<file path="src/rtl/seven_seg_scan.sv">
// Time-multiplexed driver for an N-digit common-anode seven-segment display with double-buffered input.
// Define SEVSEG_LZB_EN to build in leading-zero blanking; the default build shows zeros unconditionally.
module seven_seg_scan #(
  parameter int NUM_DIGITS = 4,
  parameter int CLK_DIV    = 50000
) (
  input  logic                    clk,
  input  logic                    rst,
  input  logic [4*NUM_DIGITS-1:0] value_in,
  input  logic [NUM_DIGITS-1:0]   dp_in,
  input  logic [NUM_DIGITS-1:0]   blank_in,
  input  logic                    load,
  output logic [6:0]              seg_out,
  output logic                    dp_out,
  output logic [NUM_DIGITS-1:0]   an_out,
  output logic                    frame_done
);

  localparam int CW = $clog2(CLK_DIV);
  localparam int IW = (NUM_DIGITS > 1) ? $clog2(NUM_DIGITS) : 1;
  localparam logic [CW-1:0] CNT_LAST = CW'(CLK_DIV - 1);
  localparam logic [IW-1:0] IDX_LAST = IW'(NUM_DIGITS - 1);

  function automatic logic [6:0] glyph(input logic [3:0] nib);
    case (nib)
      4'h0:    glyph = 7'h40;
      4'h1:    glyph = 7'h79;
      4'h2:    glyph = 7'h24;
      4'h3:    glyph = 7'h30;
      4'h4:    glyph = 7'h19;
      4'h5:    glyph = 7'h12;
      4'h6:    glyph = 7'h02;
      4'h7:    glyph = 7'h78;
      4'h8:    glyph = 7'h00;
      4'h9:    glyph = 7'h10;
      4'hA:    glyph = 7'h08;
      4'hB:    glyph = 7'h03;
      4'hC:    glyph = 7'h46;
      4'hD:    glyph = 7'h21;
      4'hE:    glyph = 7'h06;
      4'hF:    glyph = 7'h0E;
      default: glyph = 7'h7F;
    endcase
  endfunction

  logic [CW-1:0]           cnt_q, cnt_d;
  logic [IW-1:0]           idx_q, idx_d;
  logic [4*NUM_DIGITS-1:0] stg_val_q, stg_val_d, disp_val_q, disp_val_d;
  logic [NUM_DIGITS-1:0]   stg_dp_q, stg_dp_d, disp_dp_q, disp_dp_d;
  logic [NUM_DIGITS-1:0]   stg_blank_q, stg_blank_d, disp_blank_q, disp_blank_d;
  logic [6:0]              seg_q, seg_d;
  logic                    dp_q, dp_d;
  logic [NUM_DIGITS-1:0]   an_q, an_d;
  logic                    fd_q, fd_d;

  logic                    tick_s, wrap_s;
  logic [NUM_DIGITS-1:0]   sel_s, eff_blank_s;
  logic [3:0]              cur_nib_s;
  logic                    cur_blank_s, cur_dp_s;
`ifdef SEVSEG_LZB_EN
  logic                    higher_zero_s;
`endif

  // Effective per-digit blanking, derived from the display register so it holds for a whole frame
  always_comb begin
    eff_blank_s = disp_blank_q;
`ifdef SEVSEG_LZB_EN
    higher_zero_s = 1'b1;
    for (int i = NUM_DIGITS - 1; i > 0; i--) begin
      if (higher_zero_s && (disp_val_q[4*i +: 4] == 4'h0) && !disp_dp_q[i]) begin
        eff_blank_s[i] = 1'b1;
      end else begin
        eff_blank_s[i] = disp_blank_q[i];
      end
      higher_zero_s = higher_zero_s && (disp_blank_q[i] || (disp_val_q[4*i +: 4] == 4'h0));
    end
`endif
  end

  // Scan timing, double buffering and next output values
  always_comb begin
    tick_s = (cnt_q == CNT_LAST);
    wrap_s = tick_s && (idx_q == IDX_LAST);
    cnt_d  = tick_s ? '0 : cnt_q + CW'(1'b1);
    if (wrap_s) begin
      idx_d = '0;
    end else if (tick_s) begin
      idx_d = idx_q + IW'(1'b1);
    end else begin
      idx_d = idx_q;
    end

    if (load) begin
      stg_val_d   = value_in;
      stg_dp_d    = dp_in;
      stg_blank_d = blank_in;
    end else begin
      stg_val_d   = stg_val_q;
      stg_dp_d    = stg_dp_q;
      stg_blank_d = stg_blank_q;
    end
    // A load coinciding with the wrap goes straight through to the display
    if (wrap_s) begin
      disp_val_d   = stg_val_d;
      disp_dp_d    = stg_dp_d;
      disp_blank_d = stg_blank_d;
    end else begin
      disp_val_d   = disp_val_q;
      disp_dp_d    = disp_dp_q;
      disp_blank_d = disp_blank_q;
    end

    cur_nib_s = 4'h0;
    for (int i = 0; i < NUM_DIGITS; i++) begin
      sel_s[i]  = (idx_q == IW'(i));
      cur_nib_s = cur_nib_s | (disp_val_q[4*i +: 4] & {4{sel_s[i]}});
    end
    cur_blank_s = |(sel_s & eff_blank_s);
    cur_dp_s    = |(sel_s & disp_dp_q);

    if (tick_s || cur_blank_s) begin
      an_d  = '1;
      seg_d = 7'h7F;
      dp_d  = 1'b1;
    end else begin
      an_d  = ~sel_s;
      seg_d = glyph(cur_nib_s);
      dp_d  = ~cur_dp_s;
    end
    fd_d = wrap_s;
  end

  // State and output registers
  always_ff @(posedge clk) begin
    if (rst) begin
      cnt_q        <= '0;
      idx_q        <= '0;
      stg_val_q    <= '0;
      stg_dp_q     <= '0;
      stg_blank_q  <= '1;
      disp_val_q   <= '0;
      disp_dp_q    <= '0;
      disp_blank_q <= '1;
      seg_q        <= 7'h7F;
      dp_q         <= 1'b1;
      an_q         <= '1;
      fd_q         <= 1'b0;
    end else begin
      cnt_q        <= cnt_d;
      idx_q        <= idx_d;
      stg_val_q    <= stg_val_d;
      stg_dp_q     <= stg_dp_d;
      stg_blank_q  <= stg_blank_d;
      disp_val_q   <= disp_val_d;
      disp_dp_q    <= disp_dp_d;
      disp_blank_q <= disp_blank_d;
      seg_q        <= seg_d;
      dp_q         <= dp_d;
      an_q         <= an_d;
      fd_q         <= fd_d;
    end
  end

  assign seg_out    = seg_q;
  assign dp_out     = dp_q;
  assign an_out     = an_q;
  assign frame_done = fd_q;

endmodule

</file>
<file path="config.mk">
export PLATFORM = sky130hd
export DESIGN_NAME = seven_seg_scan
export DESIGN_NICKNAME = d
export VERILOG_FILES = /design/src/rtl/seven_seg_scan.sv
export SDC_FILE = /design/constraint.sdc
export NUM_CORES = 1
export LEC_CHECK = 0
export ABC_CLOCK_PERIOD_IN_PS = 3350
export CAP_MARGIN = 20
export CORE_MARGIN = 2
export CORE_UTILIZATION = 57
export DETAILED_ROUTE_END_ITERATION = 8
export PLACE_DENSITY = 0.81
export REMOVE_ABC_BUFFERS = 1
export SLEW_MARGIN = 20
export SYNTH_ARGS = -nofsm -noshare
export SYNTH_HDL_FRONTEND = slang
export SYNTH_SLANG_ARGS = --single-unit
</file>
<file path="constraint.sdc">
create_clock -name clk -period 3.35 [get_ports clk]
set_input_delay 0.67 -clock clk [delete_from_list [all_inputs] [get_ports clk]]
set_output_delay 0.67 -clock clk [all_outputs]
set_load 0.02 [all_outputs]
</file>
=== Word-level counts from Yosys, hierarchy flattened ===
Memories as Yosys holds them, arrays and structs flattened. A register that Yosys moved wholly into a read port is not among the register bits.
Index checks and enable logic that the tools add are counted.

* Bits in registers: 72
* Memory bits (read-only): 112
* Input port bits: 27
* Logic and storage cells: 40
* Memories kept: 1

{| class="wikitable"
|+ Memories
! memory !! depth !! width !! rd ports !! clocked after memory_dff !! wr ports !! line !! RTL
|-
| (name not given) || 16 || 7 || 1 || 1 || 0 || 25 || <nowiki>case (nib)</nowiki>
|}

* $add $sub $neg: 2
* Eq/ne operators: 4
* Muxes and demuxes: 3
* Bitwise operators: 11
* Reduce and logical (&&, ||, !) cells: 8

{| class="wikitable"
|+ Operators with widths
! kind !! number
|-
| $and 4x4->4 || 6
|-
| $add 16x1->16 const B || 1
|-
| $eq 16x16->1 const B || 1
|-
| $mux 16 || 1
|-
| $or 4x4->4 || 3
|-
| $mux 4 || 2
|-
| $reduce_or 4->1 || 2
|-
| $reduce_or 2->1 || 3
|-
| $eq 2x2->1 const B || 2
|-
| $not 4->4 || 1
|-
| $add 2x1->2 const B || 1
|-
| $eq 2x1->1 const B || 1
|-
| $logic_not 2->1 || 1
|-
| $logic_and 1x1->1 || 1
|-
| $logic_or 1x1->1 || 1
|-
| $not 1->1 || 1
|}

=== Logic depth before layout (Yosys ltp) ===
* Depth after elaboration: 5
* Depth in mapped cells: 9

=== Least setup slack after synthesis ===
OpenSTA, ideal clock, no wires.

* Path type: flip-flop to flip-flop
* Start: reg idx_q[0]
* End: reg seg_q[3] (netlist: seg_out[3])
* Setup time: 0.129 ns
* Arrival time: 1.870 ns
* Setup slack: 1.351 ns
* Stages on the path, launching flop included: 10
* Path buffers: 1
* Clock period less this slack: 1.999 ns
* Path through: dfxtp_1 ha_1 clkbuf_1 a22oi_1 and2_1 inv_1 ha_1 a21boi_0 a211oi_1 o21ai_0

* Longest elaborated chain between the ends: 5

{| class="wikitable"
|+ RTL lines
! item !! line !! RTL
|-
| from (decl) || 47 || <nowiki>logic [IW-1:0] idx_q, idx_d;</nowiki>
|-
| from (signal assigned) || 150 || <nowiki>idx_q <= idx_d;</nowiki>
|-
| $eq 2x1->1, or another cell as far along || 115 || <nowiki>sel_s[i] = (idx_q == IW'(i));</nowiki>
|-
| $and 4x4->4 (on tied branches) || 116, 118 ||
|-
| $or 4x4->4 / $reduce_or 4->1 (equally long branches) || 116, 118 ||
|-
| $or 4x4->4 / $logic_or 1x1->1 (equally long branches) || 116, 121 ||
|-
| $or 4x4->4 / $reduce_or 2->1 (equally long branches) || - ||
|-
| to (decl) || 51 || <nowiki>logic [6:0] seg_q, seg_d;</nowiki>
|}

Parallel ways exist; a longest one is shown, timed or not.
A chain may end at the register's enable or synchronous reset.

=== Worst setup path in the final report ===
* Start: reg cnt_q[7]
* End: reg disp_val_q[14]

* Longest elaborated chain between the ends: 2

{| class="wikitable"
|+ RTL lines
! item !! line !! RTL
|-
| from (decl) || 46 || <nowiki>logic [CW-1:0] cnt_q, cnt_d;</nowiki>
|-
| from (signal assigned) || 149 || <nowiki>cnt_q <= cnt_d;</nowiki>
|-
| $eq 16x16->1 || 82 || <nowiki>tick_s = (cnt_q == CNT_LAST);</nowiki>
|-
| $logic_and 1x1->1 || 83 || <nowiki>wrap_s = tick_s && (idx_q == IDX_LAST);</nowiki>
|-
| to (signal assigned) || 154 || <nowiki>disp_val_q <= disp_val_d;</nowiki>
|-
| to (decl) || 48 || <nowiki>logic [4*NUM_DIGITS-1:0] stg_val_q, stg_val_d, disp_val_q, disp_val_d;</nowiki>
|}

No other way between the ends.

==> results.cfg <==
[global_routing]
grt_first_pass_wirelength_um = 11100
antenna_found_initial = 0
overflow = 0
grt_max_degree = 28
grt_usage_pct = 22.81
grt_pass1_vias = 2394

[clock_tree]
cts_max_path_buffers = 2
cts_root_buf = clkbuf_8
cts_buffers = 9
cts_tree = built
cts_sinks = 79
postCtsHoldBufs = 0
clk_pin_slew_ps = 70
clkLatencyLatePin_ps = 350
htreeDepth = 3
post-cts-setup-buffers = 0
ctsResizeCount = 0

[worst_setup_path]
cp.required_ps = 3540
r2r_end = disp_val_q[14]
path_class = reg2reg
path_cells = or4b_1 -> nor4_2 -> buf_4 -> and2_1 -> o21ai_0
cp_data_arrival_time_ps = 2690
cp-endpoint = disp_val_q[14]
reg2regPathDepth = 5
crit_family = simple AND/OR/NAND/NOR gates
worst-path-stages = 5
crit_buf_inv = 1
crit_start = cnt_q[7]
crit_fanout = 21
crit_path_max_incr_delay_ps = 650
rrSetupSlack_ps = 850
endpoint_kind = flip-flop
r2r_start = cnt_q[7]
crit_path_start_kind = flip-flop
slowest_stage = or4b_1

[power_and_ir_drop]
comb_power_share_pct = 5.4
p_seq_share_pct = 55.7
switching_share_pct = 21.63
p_int_mw = 1.358
power.density_nw_per_um2 = 445.5
power.net_switching_mw = 0.3748
peakVddDrop_mv = 0.3286
clock_power_share_pct = 38.9
p_total_mw = 1.733
leakagePower_nw = 1.524

[logic_synthesis]
yosysUniqueCellTypes = 41
synth_top_cells_by_area = dfxtp_1 48%, mux2i_1 8.3%, nand3_1 5.7%
yosysTopAreaCellShare_pct = 48.48
ys_seq_elements = 79
avgSynthCellArea_um2 = 9.240
synth-edff-count = 0
yosys_warnings = 0
yosysSeqAreaShare_pct = 48.48
syn-cell-area_um2 = 3262
yosys_most_used_dff = dfxtp_1
ys_async_sr_fraction_pct = 0
netlist.top_cell.by_area = dfxtp_1
synthCells = 353

[layout]
area_growth_pct = 19.26
nNetsFinal = 425
antennaDiodeCount = 0
layout-drive-gt1-share_pct = 6.633
fillers = 429

[route]
avgRoutedWirePerCell_um = 14.21
drt_iter0_drc = 178
routed_wl_um = 6593
detail-route-antenna-nets = 0
vias_per_cell = 5.591
num_vias = 2594
firstDrtPassIters = 4
post-route-drc-count = 0

[timing]
relSlewSlack_pct = 54.15
period_needed_ps = 2495
setup_tns_ps = 0
rsz0062_at_grt = false
clock_skew_ps = 7.419
period_share_pct = 74.49
slew_violations = 0
tightest_slew_ps = 682.6
finalHoldViolations = 0
fmax_mhz = 400.7
setup_viol = 0

[floorplanning]
io_pins = 40
die_h_um = 79.65
fp.dieW_um = 79.65
core_um2 = 5507
dieArea_um2 = 6343
start_util_pct = 59.24
rows = 27

[placed_design]
numPortBuffers = 39
gp_congestion = 0.8883
dp_hpwl_um = 4357

[min_path]
worstHoldPathCells = 2
hp-class = reg2reg

[run]
timing.max_cap.violations = 0

[outcome]
outcome = completed
stage by stage:
| stage | setup slack, ps | util, % | hold WS, ps | cell area, um2 | instances |
|---|---|---|---|---|---|
| after CTS | 924.7 | 70.48 | 454.0 | 3881 | 464 |
| after detailed placement | 973.8 | 66.94 | 443.5 | 3686 | 448 |
| final | 854.6 | 70.64 | 453.5 | 3890 | 464 |
| after floorplan | 700.4 | - | 426.1 | 3161 | 331 |
| after global placement | 1072 | 66.94 | 438.7 | 3686 | 448 |
| after global routing | 694.5 | 70.64 | 467.4 | 3890 | 464 |
cells in the mapped netlist (2+ instances only):
cell and instances:
dfxtp_1 79, nand2_1 41, nand3_1 37, nor2_1 37, mux2i_1 27, o21ai_0 23
a22oi_1 12, clkbuf_1 12, ha_1 11, xor2_1 9, a21oi_1 6, inv_1 6
and2_1 4, and3_1 4, buf_2 4, o211ai_1 4, o2bb2ai_1 4, a211oi_1 2
a21o_1 2, and4_1 2, buf_1 2, clkbuf_2 2, nand4_1 2, nor4_2 2
or3_1 2, xnor2_1 2
registers in the layout, indices dropped and copies added, names as in the netlist:
signal and count:
an_out 4, disp_blank_q 4, stg_dp_q 4, cnt_q 16, dp_out 1, disp_val_q 16, stg_blank_q 4, disp_dp_q 4
frame_done 1, stg_val_q 16, seg_out 7, idx_q 2
cell type report:
class / instances / area [um2] / share of cell area [%]
Inverter: 7 / 26.28 / 0.6755
Tap cell: 72 / 90.09 / 2.316
Sequential cell: 79 / 1582 / 40.66
Multi-Input combinational cell: 245 / 1562 / 40.14
Timing Repair Buffer: 45 / 435.4 / 11.19
Clock inverter: 2 / 12.51 / 0.3216
Clock buffer: 14 / 182.7 / 4.696
cells by family (layout without fill, tap and decap cells):
kind of cell | count (synthesis) | in the layout | synth area share (%)
and+or+nand+nor | 137 | 137 | 20.02
adders and majority gates | 11 | 11 | 4.219
AOI/OAI and AO/OA | 59 | 59 | 12.12
muxes | 27 | 27 | 8.285
xor gates and xnor gates | 11 | 11 | 2.954
buffers and inverters | 29 | 68 | 3.912
DFF | 79 | 79 | 48.48
cells in the final DEF (no fill, tap or decap), drive strengths merged, types with 11 or more instances in the layout:
cell and count:
dfxtp 79, nand2 41, clkdlybuf4s50 39, nor2 38, nand3 37, mux2i 27, o21ai 24, clkbuf 14
a22oi 12, ha 11
power by group through the flow:
stage                     Clock (mW)  Sequential [mW]  Combinational, mW
after detailed placement           0            0.987             0.0932
after global routing           0.727            0.967              0.102
final                          0.675            0.965             0.0929
after global placement             0            0.986             0.0918
after CTS                      0.685            0.965             0.0938
after floorplan                    0            0.985             0.0390
routing by layer:
metal  wire length (um)  global-route usage, %  vias up
li1                   -                      -     1296
met1               3111                  30.35     1221
met2               3078                  36.05       67
met3                298                  6.109       10
met4                104                  7.414        0
met5                  0                      0        -
worst min-delay path, delay by kind of cell (launching register included):
| family | cells | cell delay (ps) |
|---|---|---|
| DFF | 1 | 310 |
| AOI/OAI and AO/OA | 1 | 50 |
| and+or+nand+nor | 1 | 50 |
how the worst min path moves through the flow:
stage | end | startpoint | slack (ps)
2_1_floorplan | cnt_q[0] | cnt_q[0] | 430
3_3_place_gp | disp_val_q[3] | disp_val_q[3] | 440
3_5_place_dp | disp_val_q[3] | disp_val_q[3] | 440
4_1_cts | disp_val_q[3] | disp_val_q[3] | 450
5_1_grt | disp_val_q[3] | disp_val_q[3] | 470
6_report | disp_val_q[3] | disp_val_q[3] | 450
Note: power is estimated with default switching activity, not from simulation.
==> RTL edit 1, RTL diff (same flow settings) <==
Register the inputs `value_in`, `dp_in`, `blank_in` and `load` before use. The logic sees them one clock later.
--- a/src/rtl/seven_seg_scan.sv
+++ b/src/rtl/seven_seg_scan.sv
@@ -20,6 +20,18 @@
   localparam int IW = (NUM_DIGITS > 1) ? $clog2(NUM_DIGITS) : 1;
   localparam logic [CW-1:0] CNT_LAST = CW'(CLK_DIV - 1);
   localparam logic [IW-1:0] IDX_LAST = IW'(NUM_DIGITS - 1);
+
+  logic [4*NUM_DIGITS-1:0] value_q;
+  logic [NUM_DIGITS-1:0] dp_r;
+  logic [NUM_DIGITS-1:0] blank_q;
+  logic load_q;
+
+  always_ff @(posedge clk) begin
+    value_q <= value_in;
+    dp_r    <= dp_in;
+    blank_q <= blank_in;
+    load_q  <= load;
+  end
 
   function automatic logic [6:0] glyph(input logic [3:0] nib);
     case (nib)
@@ -90,10 +102,10 @@
       idx_d = idx_q;
     end
 
-    if (load) begin
-      stg_val_d   = value_in;
-      stg_dp_d    = dp_in;
-      stg_blank_d = blank_in;
+    if (load_q) begin
+      stg_val_d   = value_q;
+      stg_dp_d    = dp_r;
+      stg_blank_d = blank_q;
     end else begin
       stg_val_d   = stg_val_q;
       stg_dp_d    = stg_dp_q;
Behaviour: same outputs for any inputs over 10 cycles, from zero or initial values and one cycle with rst high; that may be too few to reach the edited logic, so the function may still have changed.
==> RTL edit 1 against the original RTL <==
  * Routed wire length decreased by 0.21%
  * Area after synthesis grew 15%
  * Total power grew 26%
  * Critical endpoint is now seg_out[0]$_SDFF_PP1_
  * Sequential cell count is 25 higher
  * Largest cell class unchanged
  * Largest power group unchanged
  * Sequential power increased by 34%
  * Worst setup slack better by 110 ps
  * Cell area increased by 12%
==> RTL edit 1: results (changes against the original RTL) <==
final_layout:
  instances_no_fill: 478  # +3.0%
  fill_cells: 461  # +7.5%
  nNetsFinal: 434  # +2.1%
  drive_above_1_share: 0.0623  # -0.00398
worst_setup_path:
  cp_max_fo: 22  # +4.8%
  worst_r2r_startpoint: "idx_q[1]$_SDFFE_PP0P_"
  arrival_ps: 2610  # -80 ps
  r2r_slack_ps: 960  # +110 ps
  critPathTopFamily: "adder cells"
  ff2ff_path_depth: 8  # +3
  cp_slowest_cell: "ha_1"
  r2r_end: "seg_out[0]$_SDFF_PP1_"
routing:
  detail_route.wirelength.met1_um: 3080  # -0.96%
  drt_iter0_drc: 138  # -22%
  drt_wl_total_um: 6580  # -0.21%
  dr_wl_met2_um: 3070  # -0.26%
  dr_wl_met3_um: 341  # +14%
  via_per_inst: 5.53  # -1.2%
place:
  post-place-cells: 462  # +3.1%
  hpwl_um: 4540  # +4.3%
  gp_congestion: 0.931  # +4.8%
  pre_cts_ws_ps: 1040  # +65.3 ps
cts:
  clk_latency_ps: 370  # +20 ps
  clk_pin_slew_ps: 100  # +30 ps
  numCtsBuffers: 9  # unchanged
synth:
  synth_adder_area_share: 0.0367  # -0.00554
  synth_area_per_cell_um2: 10.3  # +12%
  ys_types: 36  # -12%
  ys_top_cells_by_count: "dfxtp_1 (104), nor2_1 (41), a21oi_1 (25), mux2i_1 (25), a211oi_1 (22)"
  yosysSeqAreaShare: 0.554  # +0.0696
  synth_xor_area_frac: 0.0303  # +0.000787
  synth.top_cells.by_area: "dfxtp_1 (55%), mux2i_1 (6.7%), a211oi_1 (4.4%)"
outcome:
  outcome: "finished clean"
pwr:
  p_leak_nw: 1.65  # +8.0%
  ir_worst_vdd_uv: 349  # +6.2%
  seq_power_w: 0.00129  # +34%
  power.share.clock: 0.372  # -0.017
  switchingPower_w: 0.000502  # +34%
grt:
  grt_pass1_wl_um: 11300  # +1.4%
  grt_usage: 0.193  # -0.0346
  grtUsageMet1: 0.243  # -0.0602
  grt_use_met2: 0.316  # -0.0445
  use_met3: 0.0632  # +0.00214
  grt_pass1_vias: 2557  # +6.8%
  antenna_found_initial: 0  # unchanged
timing:
  max-slew-margin-rel: 0.334  # -0.208
  setup_ws_ps: 964  # +110 ps
  skew_ps: 20.4  # +13.0 ps
## RTL edit 1: cell types whose count changed in the layout (fill, tap and decap cells not counted), moves of 4 or more
cell / before / now
nand2_1: 41 / 21
nor3_1: 0 / 6
o21ai_0: 23 / 10
xor2_1: 9 / 2
a21oi_1: 6 / 25
clkbuf_8: 13 / 9
and2_1: 4 / 0
nand3_1: 37 / 11
o2bb2ai_1: 4 / 0
dfxtp_1: 79 / 104
nor2_1: 37 / 41
a211oi_1: 2 / 22
xnor2_1: 2 / 11
## RTL edit 1: cell type report
type,instances,area (µm²),area share
inverters,9,33.8,0.00775
clock buffers,9,124,0.0284
multi-input cells,229,1510,0.347
clock inverters,7,93.8,0.0215
well taps,77,96.3,0.0221
repair buffers,43,420,0.0964
flip-flops and latches,104,2080,0.477
## RTL edit 1: stage by stage
step           total power [W]  area [µm²]
3_3_place_gp           0.00140        4140
4_1_cts                0.00220        4360
6_report               0.00219        4360
5_1_grt                0.00227        4360
2_1_floorplan          0.00135        3630
3_5_place_dp           0.00140        4140
## RTL edit 1: worst min path at each step
stage	start	endpoint	slack, ps	depth (start not counted)
6_report	stg_blank_q[0]$_SDFF_PP1_	stg_blank_q[0]$_SDFF_PP1_	480	2
5_1_grt	stg_blank_q[0]$_SDFF_PP1_	stg_blank_q[0]$_SDFF_PP1_	510	2
4_1_cts	cnt_q[0]$_SDFF_PP0_	cnt_q[0]$_SDFF_PP0_	480	1
3_5_place_dp	stg_blank_q[3]$_SDFF_PP1_	stg_blank_q[3]$_SDFF_PP1_	460	2
3_3_place_gp	cnt_q[0]$_SDFF_PP0_	cnt_q[0]$_SDFF_PP0_	440	1
2_1_floorplan	cnt_q[0]$_SDFF_PP0_	cnt_q[0]$_SDFF_PP0_	430	1
==> RTL edit 2, RTL diff (same settings) <==
Made on the original files. The parameter `NUM_DIGITS` goes from 4 to 2.
--- a/src/rtl/seven_seg_scan.sv
+++ b/src/rtl/seven_seg_scan.sv
@@ -1,7 +1,7 @@
 // Time-multiplexed driver for an N-digit common-anode seven-segment display with double-buffered input.
 // Define SEVSEG_LZB_EN to build in leading-zero blanking; the default build shows zeros unconditionally.
 module seven_seg_scan #(
-  parameter int NUM_DIGITS = 4,
+  parameter int NUM_DIGITS = 2,
   parameter int CLK_DIV    = 50000
 ) (
   input  logic                    clk,
Ports: changed (resized an_out, blank_in, dp_in and value_in); port bits go from 40 to 26. The function was not compared with the original's and may differ.
==> RTL edit 2 against the original RTL <==
  * Routed wire length shrank 42%
  * Synthesized cell count decreased by 35%
  * Cell area decreased by 33%
  * Sequential cell count down 27
  * Area after synthesis fell by 31%
  * Global-route usage fell by 3.3 points
  * Total power down 36%
  * Worst setup slack improved by 2.1 ps
  * Final cell count fell by 36%
  * Combinational power down 45%
  * Non-clock buffer count fell by 18
  * Largest power group unchanged
==> RTL edit 2: results (changes against the original RTL) <==
grt:
  grt_usage: 0.195  # -0.0326
  grt_pass1_vias: 1423  # -41%
  grt_pass1_wl_um: 6530  # -41%
  grt_start_max_net_pins: 26  # -7.1%
  antenna_found_initial: 0  # unchanged
synth:
  yosysSeqAreaShare: 0.464  # -0.0208
  ys_top_cells_by_count: "dfxtp_1 (52), nor2_1 (37), mux2i_1 (15)"
  yosys_warnings: 0  # unchanged
  ys_types: 40  # -2.4%
  synth.top_cells.by_area: "dfxtp_1 (46%), mux2i_1 (6.7%), nor2_1 (6.2%)"
  synthArstFlopShare: 0  # unchanged
worst_hold_path:
  whs_path_depth: 1  # -1
  holdPathEnd: "cnt_q[0]$_SDFF_PP0_"
  min_path_type: "reg -> reg"
  worstHoldStart: "cnt_q[0]$_SDFF_PP0_"
worst_setup_path:
  r2r_end: "seg_out[3]$_SDFF_PP1_"
  worst_r2r_startpoint: "idx_q$_SDFFE_PP0N_"
  critPathMaxStageDelay_ps: 710  # +60 ps
  ff2ff_path_depth: 5  # unchanged
  r2r_slack_ps: 860  # about the same
  critPathTopFamily: "multiplexers"
  arrival_ps: 2690  # about the same
  cp_max_fo: 16  # -24%
  cp_slowest_cell: "dfxtp_1"
routing:
  drt_wl_total_um: 3800  # -42%
  vias: 1533  # -41%
  drt_iter0_drc: 86  # -52%
  dr.pass1.iters: 4  # unchanged
final_layout:
  n_antenna_cell: 0  # unchanged
  nNetsFinal: 271  # -36%
  top_regs: "cnt_q: 16 flops, disp_val_q: 8 flops, stg_val_q: 8 flops"
  drive_above_1_share: 0.104  # +0.0377
  fill_cells: 304  # -29%
timing:
  max-slew-margin-rel: 0.456  # -0.0855
  skew_ps: 4.57  # -2.85 ps
cts:
  cts_buffer_depth: 2  # unchanged
  post-cts-setup-buffer-count: 0  # unchanged
  clk_latency_ps: 300  # -50 ps
  numCtsBuffers: 5  # -4
  clk_pin_slew_ps: 90  # +20 ps
  cts_resized: 0  # unchanged
  h-tree-depth: 2  # -1
  root_buffer: "clkbuf_8"
place:
  numPortBuffers: 25  # -36%
  hpwl_um: 2680  # -38%
  gp_congestion: 0.852  # -4.1%
pwr:
  p_leak_nw: 1.06  # -31%
  ir_worst_vdd_uv: 276  # -16%
outcome:
  outcome: "finished clean"
==> RTL edit 2: metrics by stage <==
stage	std cells	setup slack (ps)	area, µm²	util	hold slack, ps
finish	298	857	2610	0.703	469
global route	298	701	2610	0.703	506
CTS	298	867	2610	0.703	473
floorplan	215	1160	2180	-	426
global placement	290	980	2510	0.674	441
detailed placement	290	887	2510	0.674	449
==> RTL edit 2: how the worst max path moves through the flow <==
stage,start,to,slack [ps],cells after the start
after global routing,idx_q$_SDFFE_PP0N_,seg_out[3]$_SDFF_PP1_,700,5
after floorplan,idx_q$_SDFFE_PP0N_,seg_out[3]$_SDFF_PP1_,1160,5
after detailed placement,idx_q$_SDFFE_PP0N_,seg_out[3]$_SDFF_PP1_,890,5
after global placement,idx_q$_SDFFE_PP0N_,seg_out[3]$_SDFF_PP1_,980,5
final,idx_q$_SDFFE_PP0N_,seg_out[3]$_SDFF_PP1_,860,5
after CTS,idx_q$_SDFFE_PP0N_,seg_out[3]$_SDFF_PP1_,870,5
==> RTL edit 2: cells by family after synthesis <==
group | count (synthesis) | synth area share
DFF | 52 | 0.464
and+or+nand+nor | 96 | 0.230
buffers and inverters | 18 | 0.0362
AOI/OAI and AO/OA | 14 | 0.0452
xor gates and xnor gates | 15 | 0.0586
muxes | 26 | 0.127
adders and majority gates | 7 | 0.0390
==> RTL edit 2: where the power goes <==
group | switching (W) | internal, W | total, W | leakage, nW
sequential | 0.00000518 | 0.000629 | 0.000634 | 0.422
clock | 0.000193 | 0.000222 | 0.000415 | 0.0552
combinational | 0.0000237 | 0.0000276 | 0.0000513 | 0.580
total | 0.000222 | 0.000879 | 0.00110 | 1.06
==> RTL edit 2: worst reg2reg max path, cell delays in order, from the launching register on <==
cell	delay, ps
dfxtp_1	710
mux2i_1	570
inv_1	160
ha_1	260
mux4_2	470
or2_1	210
==> RTL edit 2: final cells by class <==
cell class              count  area [µm²]  share of cell area
multi-input cells         158        1120               0.429
flip-flops and latches     52        1040               0.398
well taps                  48        60.1              0.0230
repair buffers             27         265               0.101
clock inverters             2        35.0              0.0134
inverters                   5        18.8             0.00718
clock buffers               6        72.6              0.0278
==> RTL edit 2: layer usage <==
| layer | track usage | part of all wire |
|---|---|---|
| met2 | 0.321 | 0.46 |
| met5 | 0 | 0 |
| met4 | 0.0612 | 0.013 |
| met3 | 0.0541 | 0.036 |
| met1 | 0.248 | 0.49 |
